===== config.mk =====
export PLATFORM = sky130hd
export DESIGN_NAME = fcf_link_scheduler
export DESIGN_NICKNAME = d
export VERILOG_FILES = /design/src/rtl/fcf_link_scheduler.sv
export SDC_FILE = /design/constraint.sdc
export NUM_CORES = 1
export LEC_CHECK = 0
export ABC_AREA = 1
export BUFFER_PORTS_ARGS = -buffer_cell sky130_fd_sc_hd__buf_2
export CORE_AREA = 2 2 173 175
export DETAILED_ROUTE_END_ITERATION = 6
export DIE_AREA = 0 0 175 177
export SYNTH_ARGS = -nofsm -noshare
export SYNTH_HDL_FRONTEND = slang
export SYNTH_SLANG_ARGS = --single-unit

===== constraint.sdc =====
create_clock -name BCclk -period 5.5 [get_ports BCclk]
set_clock_uncertainty 0.1 [all_clocks]
set_input_delay 1.1 -clock BCclk [delete_from_list [all_inputs] [get_ports BCclk]]
set_output_delay 1.1 -clock BCclk [all_outputs]
set_load 0.05 [all_outputs]

===== src/rtl/fcf_link_scheduler.sv =====
// fcf_link_scheduler: two-channel FIFO-buffered round-robin serial framer for cluster-finder hit words.
// Optional parity bit after the data bits when FCF_SCHED_PARITY_EN is defined.
module fcf_link_scheduler #(
  parameter int FIFO_DEPTH = 4
) (
  input  logic        BCclk,
  input  logic        reset_n,
  input  logic        enable,
  input  logic        dataV0,
  input  logic [31:0] hit0,
  input  logic        dataV1,
  input  logic [31:0] hit1,
  output logic        serial_out,
  output logic        frame_start,
  output logic        busy,
  output logic        ovf0,
  output logic        ovf1
);
  localparam int AW = $clog2(FIFO_DEPTH);
  typedef enum logic [2:0] {IDLE, START, SRC, DATA, PAR} state_t;
  state_t      state_q, state_d;
  logic [AW:0] wp_q [2];
  logic [AW:0] wp_d [2];
  logic [AW:0] rp_q [2];
  logic [AW:0] rp_d [2];
  logic [31:0] mem_q [2][FIFO_DEPTH];
  logic [31:0] sr_q, sr_d;
  logic [4:0]  cnt_q, cnt_d;
  logic        src_q, src_d, last_q, last_d;
  logic        out_q, out_d, fs_q, fs_d, busy_q, busy_d;
  logic [1:0]  ovf_q, ovf_d;
  logic [1:0]  dv, ne, full, pop, push;
  logic        sel;
  always_comb begin
    dv = {dataV1, dataV0};
    for (int c = 0; c < 2; c++) begin
      ne[c]   = wp_q[c] != rp_q[c];
      full[c] = (wp_q[c][AW] != rp_q[c][AW]) && (wp_q[c][AW-1:0] == rp_q[c][AW-1:0]);
    end
    sel = (ne[0] && ne[1]) ? ~last_q : ne[1];
    pop = (state_q == IDLE && enable && |ne) ? (sel ? 2'b10 : 2'b01) : 2'b00;
    // A pop in the same cycle frees the slot a push to a full FIFO needs
    for (int c = 0; c < 2; c++) begin
      push[c]  = enable && dv[c] && (!full[c] || pop[c]);
      wp_d[c]  = enable ? wp_q[c] + (AW+1)'(push[c]) : '0;
      rp_d[c]  = enable ? rp_q[c] + (AW+1)'(pop[c]) : '0;
      ovf_d[c] = enable && (ovf_q[c] || (dv[c] && full[c] && !pop[c]));
    end
    state_d = IDLE;
    cnt_d   = cnt_q;
    sr_d    = sr_q;
    src_d   = src_q;
    last_d  = last_q;
    out_d   = 1'b0;
    fs_d    = 1'b0;
    busy_d  = 1'b0;
    if (enable) begin
      case (state_q)
        IDLE: if (|ne) begin
          state_d = START;
          sr_d    = mem_q[sel][rp_q[sel][AW-1:0]];
          src_d   = sel;
          last_d  = sel;
          out_d   = 1'b1;
          fs_d    = 1'b1;
          busy_d  = 1'b1;
        end
        START: begin
          state_d = SRC;
          out_d   = src_q;
          busy_d  = 1'b1;
        end
        SRC: begin
          state_d = DATA;
          cnt_d   = 5'd31;
          out_d   = sr_q[31];
          busy_d  = 1'b1;
        end
        DATA: if (cnt_q != 5'd0) begin
          state_d = DATA;
          cnt_d   = cnt_q - 5'd1;
          out_d   = sr_q[cnt_d];
          busy_d  = 1'b1;
        end else begin
`ifdef FCF_SCHED_PARITY_EN
          state_d = PAR;
          out_d   = ^{sr_q, src_q};
          busy_d  = 1'b1;
`else
          state_d = IDLE;
`endif
        end
        default: state_d = IDLE;
      endcase
    end
  end
  always_ff @(posedge BCclk or negedge reset_n) begin
    if (!reset_n) begin
      state_q <= IDLE;
      wp_q    <= '{default: '0};
      rp_q    <= '{default: '0};
      sr_q    <= '0;
      cnt_q   <= '0;
      src_q   <= 1'b0;
      last_q  <= 1'b1;
      out_q   <= 1'b0;
      fs_q    <= 1'b0;
      busy_q  <= 1'b0;
      ovf_q   <= '0;
    end else begin
      state_q <= state_d;
      wp_q    <= wp_d;
      rp_q    <= rp_d;
      sr_q    <= sr_d;
      cnt_q   <= cnt_d;
      src_q   <= src_d;
      last_q  <= last_d;
      out_q   <= out_d;
      fs_q    <= fs_d;
      busy_q  <= busy_d;
      ovf_q   <= ovf_d;
    end
  end
  always_ff @(posedge BCclk) begin
    for (int c = 0; c < 2; c++)
      if (push[c]) mem_q[c][wp_q[c][AW-1:0]] <= (c == 1) ? hit1 : hit0;
  end
  assign serial_out  = out_q;
  assign frame_start = fs_q;
  assign busy        = busy_q;
  assign ovf0        = ovf_q[0];
  assign ovf1        = ovf_q[1];
endmodule


==> results of run 1 <==
[report_power, final]
| group | internal (W) | switching [W] |
|---|---|---|
| clock network | 0.00130 | 0.000914 |
| registers | 0.00276 | 0.000110 |
| logic | 0.000491 | 0.00119 |
[flip-flops by register name, indices dropped and copies added (netlist names)]
register and cells:
serial_out 1, mem_q 256, sr_q 32, frame_start 1, last_q 1, state_q 2, cnt_q 5, rp_q 6
busy 1, src_q 1, ovf_q 2, wp_q 6
[critical path, delay by kind of cell (launching register included)]
family,cells,cell delay [ns]
XOR/XNOR,1,0.18
buffers and inverters,1,0.17
flip-flops,1,0.44
AND/OR/NAND/NOR,8,2.53
[path summary, 6_finish.rpt]
| kind | to | slack [ns] | depth (start not counted) |
|---|---|---|---|
| worst max-delay path | mem_q[1][114] | 1.65 | 10 |
| worst min-delay path | sr_q[6] | 0.38 | 2 |
| worst max register to register | mem_q[1][114] | 1.65 | 10 |
| worst min register to register | sr_q[6] | 0.38 | 2 |
| max in group asynchronous | sr_q[22] | 4.13 | 2 |
| min in group asynchronous | sr_q[2] | 0.66 | 2 |
[metrics by stage]
stage                     total power [W]  cells
after floorplan                   0.00418   1382
after global placement            0.00460   1785
after detailed placement          0.00460   1785
after CTS                         0.00683   1850
after global routing              0.00717   1850
final                             0.00677   1850
[layer usage]
metal,track usage,vias up,wire (um)
met5,0,-,0
met4,0.0611,0,704
met3,0.0281,48,1750
met2,0.352,255,15500
met1,0.299,4454,14500
li1,-,4645,-
[layout by cell type, fill, tap and decap left out, types with 13 or more instances in the layout]
| cell | netlist | routed |
|---|---|---|
| inv_1 | 38 | 38 |
| dfrtp_1 | 57 | 57 |
| a21oi_1 | 13 | 13 |
| edfxtp_1 | 256 | 256 |
| ha_1 | 13 | 13 |
| nand2_1 | 718 | 718 |
| clkbuf_16 | 0 | 36 |
| buf_2 | 34 | 73 |
| nand3_1 | 155 | 155 |
[final cells by class]
| cell class | count | area, um2 |
|---|---|---|
| Inverter | 43 | 161 |
| Timing Repair Buffer | 85 | 455 |
| Fill cell | 2638 | 13800 |
| Tap cell | 390 | 488 |
| Clock inverter | 21 | 163 |
| Multi-Input combinational cell | 953 | 4120 |
| Sequential cell | 314 | 9140 |
| Clock buffer | 44 | 931 |
[logic make-up (layout without fill, tap and decap cells)]
| kind of cell | after synthesis | count (layout) | synth area share |
|---|---|---|---|
| AO/OA/AOI/OAI | 27 | 27 | 0.0107 |
| XOR/XNOR | 5 | 5 | 0.00481 |
| adder cells (fa/ha/maj) | 13 | 13 | 0.0118 |
| buffers and inverters | 115 | 193 | 0.0429 |
| flip-flops | 314 | 314 | 0.663 |
| AND/OR/NAND/NOR | 908 | 908 | 0.267 |
==> impl_metrics.ini, run 1 <==
[global_routing]
grt_pass1_wl_um = 50900
grt_overflow = 0
antenna_found_initial = 0
grt_max_degree = 78
grt_use_total = 0.213
grt_pass1_vias = 9113

[clock_network]
clockBufferDepth = 3
cts_setup_buffers = 0
clock_sinks = 314
htreeDepth = 2
tritoncts = yes
ctsHoldBuffers = 0
root_buffer = clkbuf_16
clock_latency_ns = 0.52
cts.reportedPaths.clkPinSlew_ns = 0.06
cts_resized = 0
cts_buffers = 36

[layout]
area_growth_pct = 12.2
final_util = 0.528
fin_area_mm2 = 0.0155
num-nets-final = 1515
drive_gt1_frac = 0.111
diodes = 0

[run]
max_cap_viol_count = 0

[worst_setup_path]
crit_chain = xnor2_2 -> nand3_4 -> nor2_1 -> nor2_4 -> nand2_4 -> nor2_4 -> nor2_1 -> nor2_2 -> inv_1 -> nor2_4
worst_ep_arrival_time_ns = 3.87
critPathMaxStageDelay_ns = 1.05
crit_top_cell = nor2_4
worst_path_max_delay_cell = nor2_4
crit_required_ns = 5.51
critPathLaunchType = register
crit_type = register to register
reg2reg_from = wp_q[1]
worstPathMaxFanout = 56
end_kind = register
crit_start = wp_q[1]

[timing]
slew_headroom = 0.0929
hold_viol = 0
rsz0062_at_grt = no
worstMarginPinSlew_ns = 1.36
setup_ws_ns = 1.65
setup_tns_ns = 0
fin_hold_ws_ns = 0.381
finalSetupViolations = 0
fmax_mhz = 259
finalCriticalPeriod_ns = 3.85
slew_violations = 0
finalCritPeriodShare = 0.701

[routing]
dr.pass1.iters = 5
drt_iter0_markers = 728
num_vias = 9402
wire_per_inst_um = 17.5
ant_nets = 0
totalWireLength_um = 32400
viasPerCell = 5.08
drcViolationCount = 0

[logic_synthesis]
ys_types = 32
syn-cell-area_mm2 = 0.0138
synthArstFlopShare = 0.185
ys_seq_area_frac = 0.663
synth_ff_type = edfxtp_1
synthTopCellsByArea = edfxtp_1 56%, nand2_1 20%, dfrtp_1 10%
yosysMostFrequentCell = nand2_1
yosys.area.top_type = edfxtp_1
syn_area_per_cell_um2 = 9.97
syn_nets = 1464
syn_inst = 1382
netlist.area_leader.share = 0.558
netlist_top_cells_count = 718 x nand2_1, 256 x edfxtp_1, 155 x nand3_1
ys.warnings.count = 0
synth-edff-count = 256
ys_ff_latch = 314

[worst_hold_path]
worstHoldPathType = register to register
min_from = sr_q[6]

[status]
status = complete, no violations

[die]
die_w_um = 175
die_area_mm2 = 0.0310
core_area_mm2 = 0.0292
fp.dieH_um = 177
num_io_pins = 74
row_count = 63
start_util = 0.471

[placed_design]
placed_area_mm2 = 0.0144
place_hpwl_um = 18900
gp_congestion = 0.801
io_buffers = 73
dp_slack_ns = 1.59

[pwr]
peakVddDrop_mv = 0.216
powerDensity_mw_per_mm2 = 438
leakagePower_nw = 6.80
Note: power is estimated with default switching activity, not from simulation.
==> run 2, diff against run 1 <==
Settings changed: ABC_AREA 1 to 0, CORE_AREA 2 2 173 175 to 2 2 168 170, DIE_AREA 0 0 175 177 to 0 0 170 172, PLACE_DENSITY from default to 0.67.
Clock period 5.5 ns to 3.5 ns, I/O delays scaled along.
==> impl_metrics.ini, run 2 <==
[routing]
wire_per_inst_um = 22.2
totalWireLength_um = 28500
dr.pass1.iters = 5
viasPerCell = 5.74
drt_iter0_markers = 629
drcViolationCount = 0
ant_nets = 0
num_vias = 7375

[logic_synthesis]
yosys.area.top_type = edfxtp_1
synth_ff_type = edfxtp_1
synth_mux_area_frac = 0.121
syn-cell-area_mm2 = 0.0131
synthAdderAreaFrac = 0.0125
ys.warnings.count = 0
ys_ff_latch = 314
yosysMostFrequentCell = edfxtp_1
synth_xor_area_frac = 0.0105
synth_top_family_by_area = multiplexers
yosys.area_share.simple = 0.0432
syn_nets = 909
ys_seq_area_frac = 0.700
ys_types = 59
synthTopCellsByArea = edfxtp_1 59%, dfrtp_1 11%, mux2_2 5.5%
synth-edff-count = 256
syn_area_per_cell_um2 = 15.8
synthArstFlopShare = 0.185
netlist.area_leader.share = 0.589
netlist_top_cells_count = 256 x edfxtp_1, 66 x mux2i_1, 64 x mux2_2
synth-compound-area-share = 0.0872
syn_inst = 827

[layout]
final_util = 0.542
final_cell_mix = 256 x edfxtp_1, 73 x buf_2, 66 x mux2i_1, 64 x mux2_2, 55 x dfrtp_1
num-nets-final = 996
fillers = 2221
layout_commonest_cell = edfxtp_1
fin_area_mm2 = 0.0149
drive_gt1_frac = 0.258
area_growth_pct = 14.0
largest_register_ffs = 256

[worst_setup_path]
rr_worst_depth = 6
worst_ep_arrival_time_ns = 2.76
worst_path_max_delay_cell = dfrtp_1
crit_chain = xor2_2 -> o31ai_2 -> nand3_1 -> a21oi_1 -> nor3b_4 -> buf_4
end_kind = register
critPathLaunchType = register
critPathMaxStageDelay_ns = 0.47
crit_required_ns = 3.54
crit_type = register to register
worstPathMaxFanout = 26

[pwr]
leakagePower_nw = 5.06
peakVddDrop_mv = 0.571
powerDensity_mw_per_mm2 = 653

[clock_network]
tritoncts = yes
cts_setup_buffers = 0
clock_latency_ns = 0.50
root_buffer = clkbuf_16
clockBufferDepth = 3
ctsHoldBuffers = 0
cts.reportedPaths.clkPinSlew_ns = 0.06
clock_sinks = 314
cts_buffers = 34
cts_resized = 0
htreeDepth = 2

[timing]
worstMarginPinSlew_ns = 1.04
finalCritPeriodShare = 0.776
hold_viol = 0
slew_headroom = 0.307
finalCriticalPeriod_ns = 2.72
fmax_mhz = 368
slew_violations = 0
finalSetupViolations = 0
rsz0062_at_grt = no

[die]
fp.dieH_um = 172
core_area_mm2 = 0.0275
start_util = 0.475
row_count = 61
die_w_um = 170
num_io_pins = 74
die_area_mm2 = 0.0292

[worst_hold_path]
worstHoldPathType = input pin to async pin

[placed_design]
io_buffers = 73
place_hpwl_um = 17800
gp_congestion = 0.873
placed_area_mm2 = 0.0139

[run]
max_cap_viol_count = 0

[global_routing]
grt_pass1_wl_um = 43900
grt_max_degree = 65
antenna_found_initial = 0
grt_pass1_vias = 7474
grt_use_total = 0.200
grt_overflow = 0

[status]
status = complete, no violations
## run 2: logic make-up (layout without fill, tap and decap cells)
family	count (synthesis)	count (layout)
AOI/OAI and AO/OA	160	160
DFF	314	314
xor gates and xnor gates	13	13
adders and majority gates	13	13
muxes	139	139
buffers and inverters	64	175
other	0	1
and+or+nand+nor	124	124
## run 2: area by class of cell
type,instances,area [um2],area share
Sequential cell,314,9150,0.615
Multi-Input combinational cell,449,3620,0.243
Clock buffer,49,938,0.0631
Timing Repair Buffer,102,633,0.0425
Tap cell,346,433,0.0291
Clock inverter,11,58.8,0.00395
Inverter,13,51.3,0.00345
Antenna cell,1,2.50,0.000168
## run 2: critical path, delay by kind of cell (launching register included)
kind,cells,cell delay (ns)
AOI/OAI and AO/OA,2,0.71
DFF,1,0.47
buffers and inverters,1,0.42
and+or+nand+nor,2,0.38
xor gates and xnor gates,1,0.25
## run 2: final timing paths
check / startpoint / endpoint / slack, ns
min: reset_n / busy / 0.11
min reg2reg: ovf_q[1] / ovf_q[1] / 0.42
max in group asynchronous: reset_n / sr_q[18] / 2.89
max: wp_q[4] / mem_q[1][109] / 0.78
min in group BCclk: hit1[26] / mem_q[1][58] / 0.32
max reg2reg: wp_q[4] / mem_q[1][109] / 0.78
## run 2: through the flow
step / hold WS, ns / total power (W) / TNS, ns / setup slack, ns / instances
finish: 0.109 / 0.00972 / 0 / 0.783 / 1285
detailed placement: 0.404 / 0.00656 / 0 / 0.788 / 1224
CTS: 0.118 / 0.00978 / 0 / 0.790 / 1284
global placement: 0.405 / 0.00653 / 0 / 0.887 / 1224
floorplan: 0.304 / 0.00598 / -79.75 / -0.910 / 827
global route: 0.126 / 0.0101 / 0 / 0.612 / 1284
## run 2: per-layer routing
| metal | vias to the layer above | share of wire | global-route usage | wire [um] |
|---|---|---|---|---|
| li1 | 3398 | - | - | - |
| met1 | 3722 | 0.45 | 0.276 | 12800 |
| met2 | 209 | 0.48 | 0.331 | 13600 |
| met3 | 46 | 0.054 | 0.0352 | 1540 |
| met4 | 0 | 0.022 | 0.0546 | 634 |
| met5 | - | 0 | 0 | 0 |
## run 2: power breakdown
part           switching (W)  total, W  internal (W)
clock                0.00136   0.00323       0.00187
sequential          0.000260   0.00462       0.00436
combinational        0.00112   0.00187      0.000757
